[config.mk]
export PLATFORM = sky130hd
export DESIGN_NAME = dim_fade_ctrl_flat
export DESIGN_NICKNAME = d
export VERILOG_FILES = /design/src/rtl/dim_fade_ctrl_if.sv /design/src/rtl/dim_fade_ctrl.sv /design/src/flat_wrapper.sv
export SDC_FILE = /design/constraint.sdc
export NUM_CORES = 1
export LEC_CHECK = 0
export ABC_AREA = 1
export CAP_MARGIN = 20
export CORE_ASPECT_RATIO = 1.75
export CORE_UTILIZATION = 40
export CTS_BUF_LIST = sky130_fd_sc_hd__clkbuf_8
export CTS_CLUSTER_DIAMETER = 100
export DETAILED_ROUTE_END_ITERATION = 10
export PLACE_DENSITY = 0.69
export SYNTH_ARGS = -nofsm -noshare
export SYNTH_HDL_FRONTEND = slang
export SYNTH_SLANG_ARGS = --single-unit
[constraint.sdc]
create_clock -name clk_i -period 1.55 [get_ports clk_i]
set_clock_uncertainty 0.1 [all_clocks]
set_input_delay 0.155 -clock clk_i [delete_from_list [all_inputs] [get_ports clk_i]]
set_output_delay 0.155 -clock clk_i [all_outputs]
set_load 0.05 [all_outputs]
[src/rtl/dim_fade_ctrl_if.sv]
// Colour-change request channel between the game/menu requester and the fade controller.
interface dim_fade_ctrl_if;
    logic        req_valid;
    logic        req_ready;
    logic [11:0] req_color;
    logic [1:0]  req_mode;

    modport master (output req_valid, output req_color, output req_mode, input  req_ready);
    modport slave  (input  req_valid, input  req_color, input  req_mode, output req_ready);
endinterface

[src/rtl/dim_fade_ctrl.sv]
// Frame-synchronous owner of the dim shader base colour and global fade level.
// Colour changes land on frame ticks as a cut, a crossfade, or a fade-in.
module dim_fade_ctrl #(
    parameter int unsigned STEP_FRAMES = 4,
    parameter int unsigned MAX_LEVEL   = 15,
    parameter logic [11:0] INIT_COLOR  = 12'hFFF
) (
    input  logic              clk_i,
    input  logic              rst_ni,
    input  logic              frame_tick_i,
    dim_fade_ctrl_if.slave    req,
    output logic [11:0]       pri_color_o,
    output logic [3:0]        fade_level_o,
    output logic              busy_o,
    output logic              done_o
);

    localparam int unsigned    CW       = $clog2(STEP_FRAMES) + 1;
    localparam logic [CW-1:0]  CNT_LAST = CW'(STEP_FRAMES - 1);
    localparam logic [3:0]     LVL_MAX  = 4'(MAX_LEVEL);

    typedef enum logic [2:0] {
        S_IDLE,
        S_CUT_WAIT,
        S_ARM,
        S_FADE_OUT,
        S_FADE_IN
    } state_e;

    state_e         state_q, state_d;
    logic [11:0]    pri_q, pri_d;
    logic [11:0]    held_q, held_d;
    logic [3:0]     level_q, level_d;
    logic [CW-1:0]  cnt_q, cnt_d;
    logic           done_q, done_d;
    logic           step_hit;

    always_ff @(posedge clk_i or negedge rst_ni) begin
        if (!rst_ni) begin
            state_q <= S_IDLE;
            pri_q   <= INIT_COLOR;
            held_q  <= '0;
            level_q <= '0;
            cnt_q   <= '0;
            done_q  <= 1'b0;
        end else begin
            state_q <= state_d;
            pri_q   <= pri_d;
            held_q  <= held_d;
            level_q <= level_d;
            cnt_q   <= cnt_d;
            done_q  <= done_d;
        end
    end

    // A fade step completes on the tick that finds the counter at its last value.
    assign step_hit = frame_tick_i && (cnt_q == CNT_LAST);

    always_comb begin
        state_d = state_q;
        pri_d   = pri_q;
        held_d  = held_q;
        level_d = level_q;
        cnt_d   = cnt_q;
        done_d  = 1'b0;

        unique case (state_q)
            S_IDLE: begin
                if (req.req_valid) begin
                    held_d = req.req_color;
                    cnt_d  = '0;
                    unique case (req.req_mode)
                        2'b01:   state_d = S_FADE_OUT;
                        2'b10:   state_d = S_ARM;
                        default: state_d = S_CUT_WAIT;
                    endcase
                end
            end
            S_CUT_WAIT: begin
                if (frame_tick_i) begin
                    pri_d   = held_q;
                    done_d  = 1'b1;
                    state_d = S_IDLE;
                end
            end
            S_ARM: begin
                if (frame_tick_i) begin
                    pri_d   = held_q;
                    level_d = LVL_MAX;
                    state_d = S_FADE_IN;
                end
            end
            S_FADE_OUT: begin
                if (step_hit) begin
                    cnt_d = '0;
                    if (level_q == LVL_MAX) begin
                        pri_d   = held_q;
                        state_d = S_FADE_IN;
                    end else begin
                        level_d = level_q + 4'd1;
                    end
                end else if (frame_tick_i) begin
                    cnt_d = cnt_q + 1'b1;
                end
            end
            S_FADE_IN: begin
                if (step_hit) begin
                    cnt_d = '0;
                    if (level_q == '0) begin
                        done_d  = 1'b1;
                        state_d = S_IDLE;
                    end else begin
                        level_d = level_q - 4'd1;
                    end
                end else if (frame_tick_i) begin
                    cnt_d = cnt_q + 1'b1;
                end
            end
            default: state_d = S_IDLE;
        endcase
    end

    assign req.req_ready = (state_q == S_IDLE);
    assign busy_o        = (state_q != S_IDLE);
    assign pri_color_o   = pri_q;
    assign fade_level_o  = level_q;
    assign done_o        = done_q;

endmodule

[src/flat_wrapper.sv]
// flat-port wrapper written by rule: the top's interface ports become plain ports
module dim_fade_ctrl_flat 
#(
    parameter int unsigned STEP_FRAMES = 4,
    parameter int unsigned MAX_LEVEL   = 15,
    parameter logic [11:0] INIT_COLOR  = 12'hFFF
)
  (clk_i, rst_ni, frame_tick_i, pri_color_o, fade_level_o, busy_o, done_o, req_req_valid, req_req_color, req_req_mode, req_req_ready);
  dim_fade_ctrl_if req_i ();
  input  logic clk_i;
  input  logic rst_ni;
  input  logic frame_tick_i;
  output logic [11:0] pri_color_o;
  output logic [3:0] fade_level_o;
  output logic busy_o;
  output logic done_o;
  input wire logic [$bits(req_i.req_valid)-1:0] req_req_valid;
  input wire logic [$bits(req_i.req_color)-1:0] req_req_color;
  input wire logic [$bits(req_i.req_mode)-1:0] req_req_mode;
  output wire logic [$bits(req_i.req_ready)-1:0] req_req_ready;
  assign req_i.req_valid = req_req_valid;
  assign req_i.req_color = req_req_color;
  assign req_i.req_mode = req_req_mode;
  assign req_req_ready = req_i.req_ready;
  dim_fade_ctrl #(.STEP_FRAMES(STEP_FRAMES), .MAX_LEVEL(MAX_LEVEL), .INIT_COLOR(INIT_COLOR)) u_core (.clk_i(clk_i), .rst_ni(rst_ni), .frame_tick_i(frame_tick_i), .req(req_i), .pri_color_o(pri_color_o), .fade_level_o(fade_level_o), .busy_o(busy_o), .done_o(done_o));
endmodule
======== Word-level counts from Yosys, hierarchy flattened ========
Index checks and enable logic that the tools add are counted.
W data, S select, Z words.
storage, ports and cells
  output and inout bits ................... 19
  word-level logic and storage cells ...... 69
  bits in registers ....................... 35
cells by class
  add/subtract/negate cells ............... 3
  equal/unequal tests ..................... 19
  reductions and logical operators ........ 14
  multiplexer cells ....................... 27
operators by type and width
  operator               count
  $mux W12               3
  $mux W3                10
  $pmux W12 S2           1
  $mux W4                5
  $pmux W3 S5            1
  $pmux W4 S3            1
  $ne A2 B1 Y1 const B   5
  $ne A2 B2 Y1 const B   5
  $eq A3 B2 Y1 const B   3
  $reduce_and A7 Y1      1
  $pmux W3 S2            1
  $reduce_and A6 Y1      1
  $reduce_bool A3 Y1     2
  $add A4 B1 Y4 const B  1
  $eq A4 B4 Y1 const B   1
  $logic_not A4 Y1       1
  $pmux W2 S2            1
  $reduce_and A4 Y1      1
  $reduce_bool A2 Y1     2
  $reduce_or A2 Y1       2
  $sub A4 B1 Y4 const B  1
  $add A3 B1 Y3 const B  1
  $eq A3 B1 Y1 const B   1
  $eq A3 B3 Y1 const B   1
  other kinds (9)        11

======== Longest topological paths before layout ========
Gate-level depths: netlist of the first run.
  depth after elaboration ................. 4
  gate-level depth with buffers ........... 10

======== Least setup slack after synthesis of the first run ========
Ideal clock, no wire load.
  path type ............................... flip-flop to flip-flop
  start point ............................. register u_core.state_q[1]
  end point ............................... register u_core.cnt_q[0]
  required time ........................... 1.331 ns
  data arrival time ....................... 1.563 ns
  path buffers ............................ 0
  library setup time ...................... 0.119 ns
  path slack .............................. -0.232 ns
  stages on the path, launching flop included .. 8
  cell sequence ........................... dfrtp_1 nor2_4 nand2_1 nor2_4 o21ai_2 inv_2 o21ai_2 o21a_1
on the way
  word-level cells in the longest chain between the ends .. 4
  elaborated cells on any way between the ends .. 9
  those cells by class .................... eq/ne (4); mux (1); reduce/logical (4)
ends and longest elaborated chain
  element                                                       line                 RTL
  start: declaration                                            dim_fade_ctrl.sv:30  state_e state_q, state_d;
  start signal: assignment                                      dim_fade_ctrl.sv:47  state_q <= state_d;
  $eq A3 B2 Y1 or $eq A3 B3 Y1 (tied branches)                  dim_fade_ctrl.sv:67  unique case (state_q)
  $reduce_or A2 Y1 (no line)                                    --
  $ne A3 B1 Y1 (no line) or $reduce_bool A2 Y1 (tied branches)  --
  $reduce_and A3 Y1 (no line)                                   --
  end signal: assignment                                        dim_fade_ctrl.sv:51  cnt_q <= cnt_d;
  end: declaration                                              dim_fade_ctrl.sv:34  logic [CW-1:0] cnt_q, cnt_d;
Several ways; a longest one is shown, not always the timed one.
A chain may end at the register's enable or synchronous reset.

======== Worst setup path after layout of the first run ========
  start point ............................. register u_core.state_q[1]
  end point ............................... register u_core.level_q[2] (netlist: u_core.fade_level_o[2])
on the way
  word-level cells in the longest chain between the ends .. 3
  elaborated cells on any way between the ends .. 11
  those cells by class .................... eq/ne (8); mux (1); reduce/logical (2)
ends and longest elaborated chain
  element                                         line                 RTL
  $eq A3 B3 Y1 or $eq A3 B2 Y1 (tied branches)    dim_fade_ctrl.sv:67
  $ne A2 B1 Y1 (no line) (tied with other cells)  --
  $reduce_and A6 Y1 (no line)                     --
  end signal: assignment                          dim_fade_ctrl.sv:50  level_q <= level_d;
  end: declaration                                dim_fade_ctrl.sv:33  logic [3:0] level_q, level_d;
Several ways; a longest one is shown, not always the timed one.

==> results of run 1 <==
## layer usage
metal / track usage [%] / vias to the layer above / share of wire [%]
met5: 0 / - / 0
met4: 12.3 / 0 / 4.3
met3: 4.21 / 16 / 2.3
met2: 40.3 / 43 / 58
met1: 20.7 / 792 / 35
li1: - / 816 / -
## kinds of logic (layout without fill, tap and decap cells)
| group | Yosys count | count (layout) |
|---|---|---|
| AOI/OAI and AO/OA | 38 | 38 |
| adders and majority gates | 3 | 3 |
| xor gates and xnor gates | 2 | 2 |
| and+or+nand+nor | 89 | 90 |
| buffers and inverters | 37 | 121 |
| DFF | 35 | 35 |
## power breakdown
group          leakage (nW)  internal, mW  switching (mW)
Clock                0.0505         0.404           0.342
Sequential            0.398          1.42           0.325
Combinational         0.945          2.10            2.40
Total                  1.39          3.93            3.07
## what timing repair did
action                                  CTS  global route
gates resized for setup                  24            25
cloned                                    1             0
endpoints found under the setup margin   31            34
pin swaps                                 9            12
setup buffers                             8             5
## worst max-delay path: cells and delay by family (launching register included)
| family | cells | cell delay (ns) |
|---|---|---|
| buf+inv | 3 | 0.24 |
| simple gates | 4 | 0.35 |
| compound gates | 1 | 0.15 |
| fa+ha+maj | 1 | 0.15 |
| flops | 1 | 0.45 |
| xor+xnor | 1 | 0.16 |
## registers in the layout, indices dropped and copies added, names as in the netlist
signal,cells
u_core.pri_color_o,12
u_core.fade_level_o,4
u_core.state_q,3
u_core.done_o,1
u_core.held_q,12
u_core.cnt_q,3
## cells in the final DEF (no fill, tap or decap), types with 12 or more instances in the layout
| master | count |
|---|---|
| clkdlybuf4s50_1 | 17 |
| nand2_2 | 15 |
| buf_12 | 20 |
| dfstp_2 | 12 |
| buf_4 | 39 |
| dfrtp_1 | 16 |
| o21ai_0 | 14 |
| nand2_1 | 42 |
| inv_1 | 22 |
| o21ai_2 | 14 |
## per-stage QoR
| stage | std cells | util (%) |
|---|---|---|
| after floorplan | 204 | - |
| after global placement | 318 | 62.3 |
| after detailed placement | 318 | 62.3 |
| after CTS | 335 | 68.4 |
| after global routing | 338 | 71.3 |
| final | 338 | 71.3 |
## cell type report
type                    instances  area (µm²)  share of cell area (%)
repair buffers                 81         920                    30.5
multi-input cells             133         903                    30.0
flip-flops and latches         35         900                    29.8
inverters                      32         128                    4.23
clock buffers                   7        96.3                    3.20
well taps                      49        61.3                    2.03
clock inverters                 1        7.51                   0.249
## worst max path at each step
stage                      startpoint                     end  depth (start not counted)
finish              u_core.state_q[1]  u_core.fade_level_o[2]                         10
global route        u_core.state_q[1]  u_core.fade_level_o[3]                         11
CTS                 u_core.state_q[1]  u_core.fade_level_o[2]                         11
detailed placement       frame_tick_i  u_core.pri_color_o[10]                          8
global placement         frame_tick_i   u_core.pri_color_o[2]                          8
floorplan           u_core.state_q[1]         u_core.cnt_q[0]                          7
==> results.txt, run 1 <==
For the worst setup path, the data arrival time is 1.79 ns. Setup violations remaining at the end of the flow were counted as 9. Largest area contributor in the synthesized netlist: dfrtp_1. The first global-routing pass estimated 7560 µm of wire. Of the total synthesized cell area, the portion taken by full adders, half adders and majority gates is 2.10%.

The final layout contains 309 nets. The cell at the slowest stage of the critical path is dfrtp_2. In this run the register-to-register setup slack is -0.14 ns. For this run, asynchronously set or reset flops after synthesis account for 100%. Sequential elements use 49.8% of the synthesized area.

The run gives 4 as the first-pass detailed-route iteration total. Setup repair after global routing could not meet its margin everywhere. The synthesized netlist contains 30 unique library cells.

The final design instance area without fill came out at 0.00302 mm². The run finished, with violations left. The final number of hold-violating endpoints is 0. The dominant register cell in the synthesized netlist was dfrtp_1. Launch instance of the worst register-to-register path: u_core.state_q[1]. The average instance in the mapped netlist occupies 8.77 µm². The ratio of total power to cell area works out to 2320 mW/mm².

Counting every net in the synthesized netlist gives 225. The logs give 82.3% for the headroom to the max-slew limit and 0 for the remaining antenna violation count. The clock reaches the later pin of the worst-skew pair after 0.29 ns.

Of the post-synthesis cell area, the dominant cell type holds 32.2%. The run gives 0 as the count of hold-fix buffers inserted at cts. The number of synthesized flops with an enable pin works out to 0. The cell sitting at the root of the clock tree is a clkbuf_8.

Multiplexer cells account for 0% of the synthesized area. The total detailed-routing wirelength was 4620 µm. The count of input and output buffers is 36. Global routing consumed, over all layers together, 21.8% of the routing resources. The remaining global-route overflow was 0. The vertical die dimension came out at 90.5 µm. In the final routed layout, each cell accounts on average for 13.7 µm. The logs give 0 for the number of max-slew violations in the final report and 1700 µV for the worst ir drop on vdd. The destination of the worst register-to-register timing path is u_core.fade_level_o[2]. Measured in cells, the most critical reg-to-reg path has a length of 10. The filler cells instantiated in the layout total 298. The die covers 0.00475 mm². The tools report the category of the worst setup path capture point as a flop. The sort of element at the start of the critical path is a flop. The cell leakage power is 1.39 nW, and the average vias per placed instance is 4.93. The synthesized netlist devotes 23.4% of its cell area to simple gates. The congestion estimate from routability-driven global placement came to 0.910. After layout, the design draws a total of 7.00 mW. Synthesis inferred 35 register bits.

The tightest hold path in the finished design has a slack of 0.129 ns. The final reports fail on setup timing. The longest clock path from root to sink contains 2 buffers. The share of post-route cells with drive strength above 1 was 53.3%; the starting utilization of the core area was 42.3%.

The area added between synthesis and finish is 68.5%. The tools report the placement row count as 31. Clock-pin slew was measured on the worst setup and hold paths at 0.07 ns.

Counting the buffers created by CTS gives 5. The most common cell in the synthesized netlist is nand2_1. After synthesis, the largest family of logic cells by area is simple AND/OR/NAND/NOR gates. The number of max-cap violations is 0, and the post-synthesis compound-gate area fraction is 13.8%.

After the first detailed-routing iteration, the DRC count stood at 29. For this design, the sink count on the clock tree is 35. After detailed placement, the total cell area comes to 0.00263 mm².

37 I/O pins were placed. Kind of path behind the tightest hold check: in -> async. The total area inside the core boundary comes to 0.00423 mm².

The post-detailed-placement half-perimeter wirelength came out at 3170 µm. TritonCTS built the clock tree. The logs give -0.144 ns for the final worst slack and 0.00179 mm² for the netlist area before placement. The H-tree generated during clock tree synthesis spans 2 levels. In the post-synthesis netlist, the biggest area contributors are dfrtp_1 (32%), dfstp_2 (18%), nand2_1 (12%). The repair_antennas step left the layout with diodes totalling 0.

The commonest cells after synthesis are nand2_1 (57), inv_1 (29), dfrtp_1 (23), o21ai_0 (17), o21ai_2 (13). Entering global routing, the biggest net connects 36 pins. In the routed design, unresolved DRC markers number 0.

The slew of the pin with the lowest slew margin was 0.263 ns. Number of warning messages in the yosys log: 0. By startpoint and endpoint, the worst setup path is classified as reg -> reg. The count of mapped cells out of synthesis came out at 204. For the data required time at the worst endpoint, the log shows 1.65 ns.

Post-placement setup slack: -0.161 ns. The die is 52.6 µm wide. Detailed routing inserted a total of 1667 vias. Derived from the worst setup path, the maximum achievable clock frequency is 590 MHz. The worst path needs 1.69 ns of the cycle, external delays included. The number of global-route vias before repair was 1790. Setup total negative slack on the finished layout was measured at -0.665 ns. Dividing the final minimum period by the clock period gives 109%.

Traced cell by cell, the critical path runs through nor2_4, buf_4, nand3_4, nand2_2, inv_2, ha_4, inv_2, nand2_2, xor2_1, a22oi_1. The delay of the slowest cell on the worst path works out to 0.45 ns. Along the worst path, the maximum fanout reaches 4. The XOR/XNOR share of the synthesized area works out to 0.979%.

The number of antenna violations at the first check in global routing is 0.
(Power assumes the default switching activity.)
==> run 2: changes to the inputs <==
--- a/config.mk
+++ b/config.mk
@@ -11,6 +11,7 @@
 export CORE_UTILIZATION = 40
 export CTS_BUF_LIST = sky130_fd_sc_hd__clkbuf_8
 export CTS_CLUSTER_DIAMETER = 100
+export CTS_CLUSTER_SIZE = 24
 export DETAILED_ROUTE_END_ITERATION = 10
 export PLACE_DENSITY = 0.69
 export SYNTH_ARGS = -nofsm -noshare
==> results of run 2 <==
Same layout as run 1: the final DEF is identical, and so are final timing and power.
==> run 3: changes to the inputs <==
--- a/config.mk
+++ b/config.mk
@@ -13,7 +13,8 @@
 export CTS_CLUSTER_DIAMETER = 100
 export CTS_CLUSTER_SIZE = 24
 export DETAILED_ROUTE_END_ITERATION = 10
-export PLACE_DENSITY = 0.69
+export PLACE_DENSITY = 0.67
+export SKIP_CTS_REPAIR_TIMING = 1
 export SYNTH_ARGS = -nofsm -noshare
 export SYNTH_HDL_FRONTEND = slang
 export SYNTH_SLANG_ARGS = --single-unit
==> constraint.sdc (replaced) <==
create_clock -name clk_i -period 1.7 [get_ports clk_i]
set_clock_uncertainty 0.1 [all_clocks]
set_input_delay 0.17 -clock clk_i [delete_from_list [all_inputs] [get_ports clk_i]]
set_output_delay 0.17 -clock clk_i [all_outputs]
set_load 0.05 [all_outputs]
==> run 3 against run 2 <==
- clock power down 21%
- the flow now finishes without violations
- largest power group unchanged
- critical endpoint is now req_req_ready
- die area unchanged
- flip-flop and latch count unchanged
- non-clock buffer count down 29
==> results.txt, run 3 (same netlist as run 1, synthesis figures left out) <==
Delay of the slowest cell on the worst path: 0.44 ns (about the same). The worst ir drop on vdd was 1290 µV (-24%); the placement row count was 31 (unchanged). The kind of path behind the tightest hold check is in -> async.

The tools report the post-detailed-placement half-perimeter wirelength as 2760 µm (-13%). The run gives 3800 µm (-18%) as the total detailed-routing wirelength. Broken down by cell family, the worst path's largest delay share belongs to flip-flops. The logs give 0.845 (-7.1%) for the final weighted congestion in routability-driven placement and 18.4% (-3.4 points) for the total global routing track utilization.

From synthesis to final layout, the design area changed by 40.2%. The destination of the worst register-to-register timing path was u_core.fade_level_o[2]. Data arrival time at the worst-slack endpoint: 1.41 ns (-0.38 ns). The clock period could shrink to 1.68 ns. Sort of element at the start of the critical path: a flop. The worst setup path category was reg -> out.

The root buffer cell was clkbuf_8. The most common library cell in the layout ignoring fill and taps was nand2_1. The utilization of the core after routing is 59.3% (-12 points). For the number of buffers created by CTS, the log shows 5 (unchanged). The number of buffers on the longest clock path is 2 (unchanged).

The vias after detailed routing was 1528 (-8.3%); the worst hold slack after final layout was 0.151 ns (+0.0217 ns). The cell leakage power was 1.19 nW (-15%); the final number of hold-violating endpoints was 0 (unchanged). Counting stages on the worst path, the most repeated cell is buf_6. The number of nets in the layout was 280 (-9.4%). STA classifies the critical path endpoint as an output pin. The pin count of the biggest net entering global routing came out at 36 (unchanged). The combined buffer and inverter count along the critical path was 4 (+1).

Depth of the worst register-to-register path: 10 (unchanged). The tools report the placeable core region as 0.00423 mm² (unchanged). The proportion of power drawn by combinational gates came out at 59.2% (-5.2 points).

The launch instance of the worst register-to-register path is u_core.state_q[1]. The switching power total was 2.42 mW (-21%). The fmax is 597 MHz, and the number of max-cap violations is 0 (unchanged). In the finished design, the share of the clock period the worst path needs comes to 98.6%. Clock-pin transition on the worst setup and hold timing paths: 0.07 ns (about the same). The tools report the first-pass detailed-route iteration total as 4 (unchanged).

The maximum level of the CTS H-tree was 2 (unchanged); the ratio of total power to cell area was 2080 mW/mm² (-10%). For the count of endpoints failing setup in the final report, the log shows 0 (-9). The internal power consumption was 2.79 mW (-29%). The die extent in x was 52.6 µm (unchanged). The number of violations reported at the end of detailed-routing iteration 0 was 32 (+10%); the share of post-route cells with drive strength above 1 was 38.5% (-15 points). The run gives 0 (unchanged) as the remaining global-route overflow.

TritonCTS built the clock tree. The logs give 0.28 ns (about the same) for the worst-skew pair later-pin latency and 379 (+27%) for the layout filler cell count. Fraction of power consumed by sequential logic: 29.4% (+4.5 points). The number of top-level pins is 37 (unchanged). The tools report the post-detailed-route DRC marker count as 0 (unchanged).

In the layout the commonest cells are nand2_1 (53), inv_1 (26), buf_4 (23), dfrtp_1 (19). The number of antenna violations at the first check in global routing was 0 (unchanged). The count of input and output buffers works out to 36 (unchanged). The run finished with clean final reports. Average vias per placed instance: 4.94 (+0.26%).

The slew of the pin with the lowest slew margin was 0.345 ns (+0.0821 ns). The tools report the total power after layout as 5.21 mW (-26%). The cell at the slowest stage of the critical path is dfrtp_2.

The vertical die dimension came out at 90.5 µm (unchanged). The logs give 76.9% (-5.4 points) for the headroom to the max-slew limit and 0.07 ns (+0.21 ns) for the minimum setup slack among reg-to-reg paths. The number of diodes is 0 (unchanged). The tools report the data required time at the worst endpoint as 1.43 ns (-0.22 ns).

The signal on the critical path passes through nor2_4, buf_6, nand2_4, buf_6, inv_4, buf_12. The proportion of power drawn by the clock network is 11.4% (+0.7 points), and the routed wire length per instance is 12.3 µm (-10%). The number of max-slew violations in the final report is 0 (unchanged), and the total die area is 0.00475 mm² (unchanged). For the number of global-route vias before repair, the log shows 1489 (-17%).

The top fanout value on the critical path is 4 (unchanged), and the number of sinks on the clock net is 35 (unchanged). Setup repair after global routing could not meet its margin everywhere. The global-route wire length before repair is 6510 µm (-14%), and the remaining antenna violation count is 0 (unchanged). The starting utilization of the core area is 42.3% (unchanged), and the switching part of the total power is 46.5% (+2.6 points).
## run 3: worst max-delay path by stage
stage                                      start                endpoint  slack [ns]  cells after the start
after floorplan           u_core.fade_level_o[2]  u_core.pri_color_o[10]        0.02                      8
after global placement         u_core.state_q[2]  u_core.fade_level_o[2]       -0.02                      9
after detailed placement       u_core.state_q[2]  u_core.fade_level_o[2]       -0.03                      8
after CTS                      u_core.state_q[2]           req_req_ready       -0.11                      5
after global routing           u_core.state_q[1]           req_req_ready       -0.03                      6
final                          u_core.state_q[1]           req_req_ready        0.02                      6
## run 3: per-stage QoR
step                      area (µm²)  cells  setup WS, ns  setup TNS [ns]
final                           2510    309        0.0237               0
after global routing            2510    309       -0.0315         -0.0937
after detailed placement        2320    297       -0.0349         -0.0805
after floorplan                 1790    204        0.0193               0
after CTS                       2410    305        -0.109          -0.196
after global placement          2320    297       -0.0151         -0.0151
## run 3: metal layers
| metal | routed length, µm | track usage (%) |
|---|---|---|
| met1 | 1510 | 20.5 |
| met2 | 2060 | 32.3 |
| met3 | 135 | 4.21 |
| met4 | 85 | 7.24 |
| met5 | 0 | 0 |
## run 3: final cells by class
class	instances	area [µm²]	area share, %
sequential	35	896	35.7
inverter	32	123	4.89
timing repair buffer	52	566	22.5
tap	49	61.3	2.44
clock inverter	3	20.0	0.798
clock buffer	5	68.8	2.74
multi-input combinational	133	774	30.9
## run 3: power groups by stage
stage	Clock [mW]	Combinational [mW]	Sequential (mW)
2_1_floorplan	0	1.36	2.07
3_3_place_gp	0	2.84	1.55
5_1_grt	0.657	3.36	1.58
4_1_cts	0.616	2.89	1.54
6_report	0.593	3.08	1.53
3_5_place_dp	0	2.88	1.55
## run 3: worst register-to-register path, cell delays in order (launching register included)
cell and delay (ns):
dfrtp_2 0.44, nor2_4 0.18, nand2_4 0.09, nand2_2 0.07, nand2_1 0.06, inv_2 0.06
ha_2 0.16, inv_1 0.05, nand2_2 0.07, xor2_1 0.16, a22oi_2 0.08
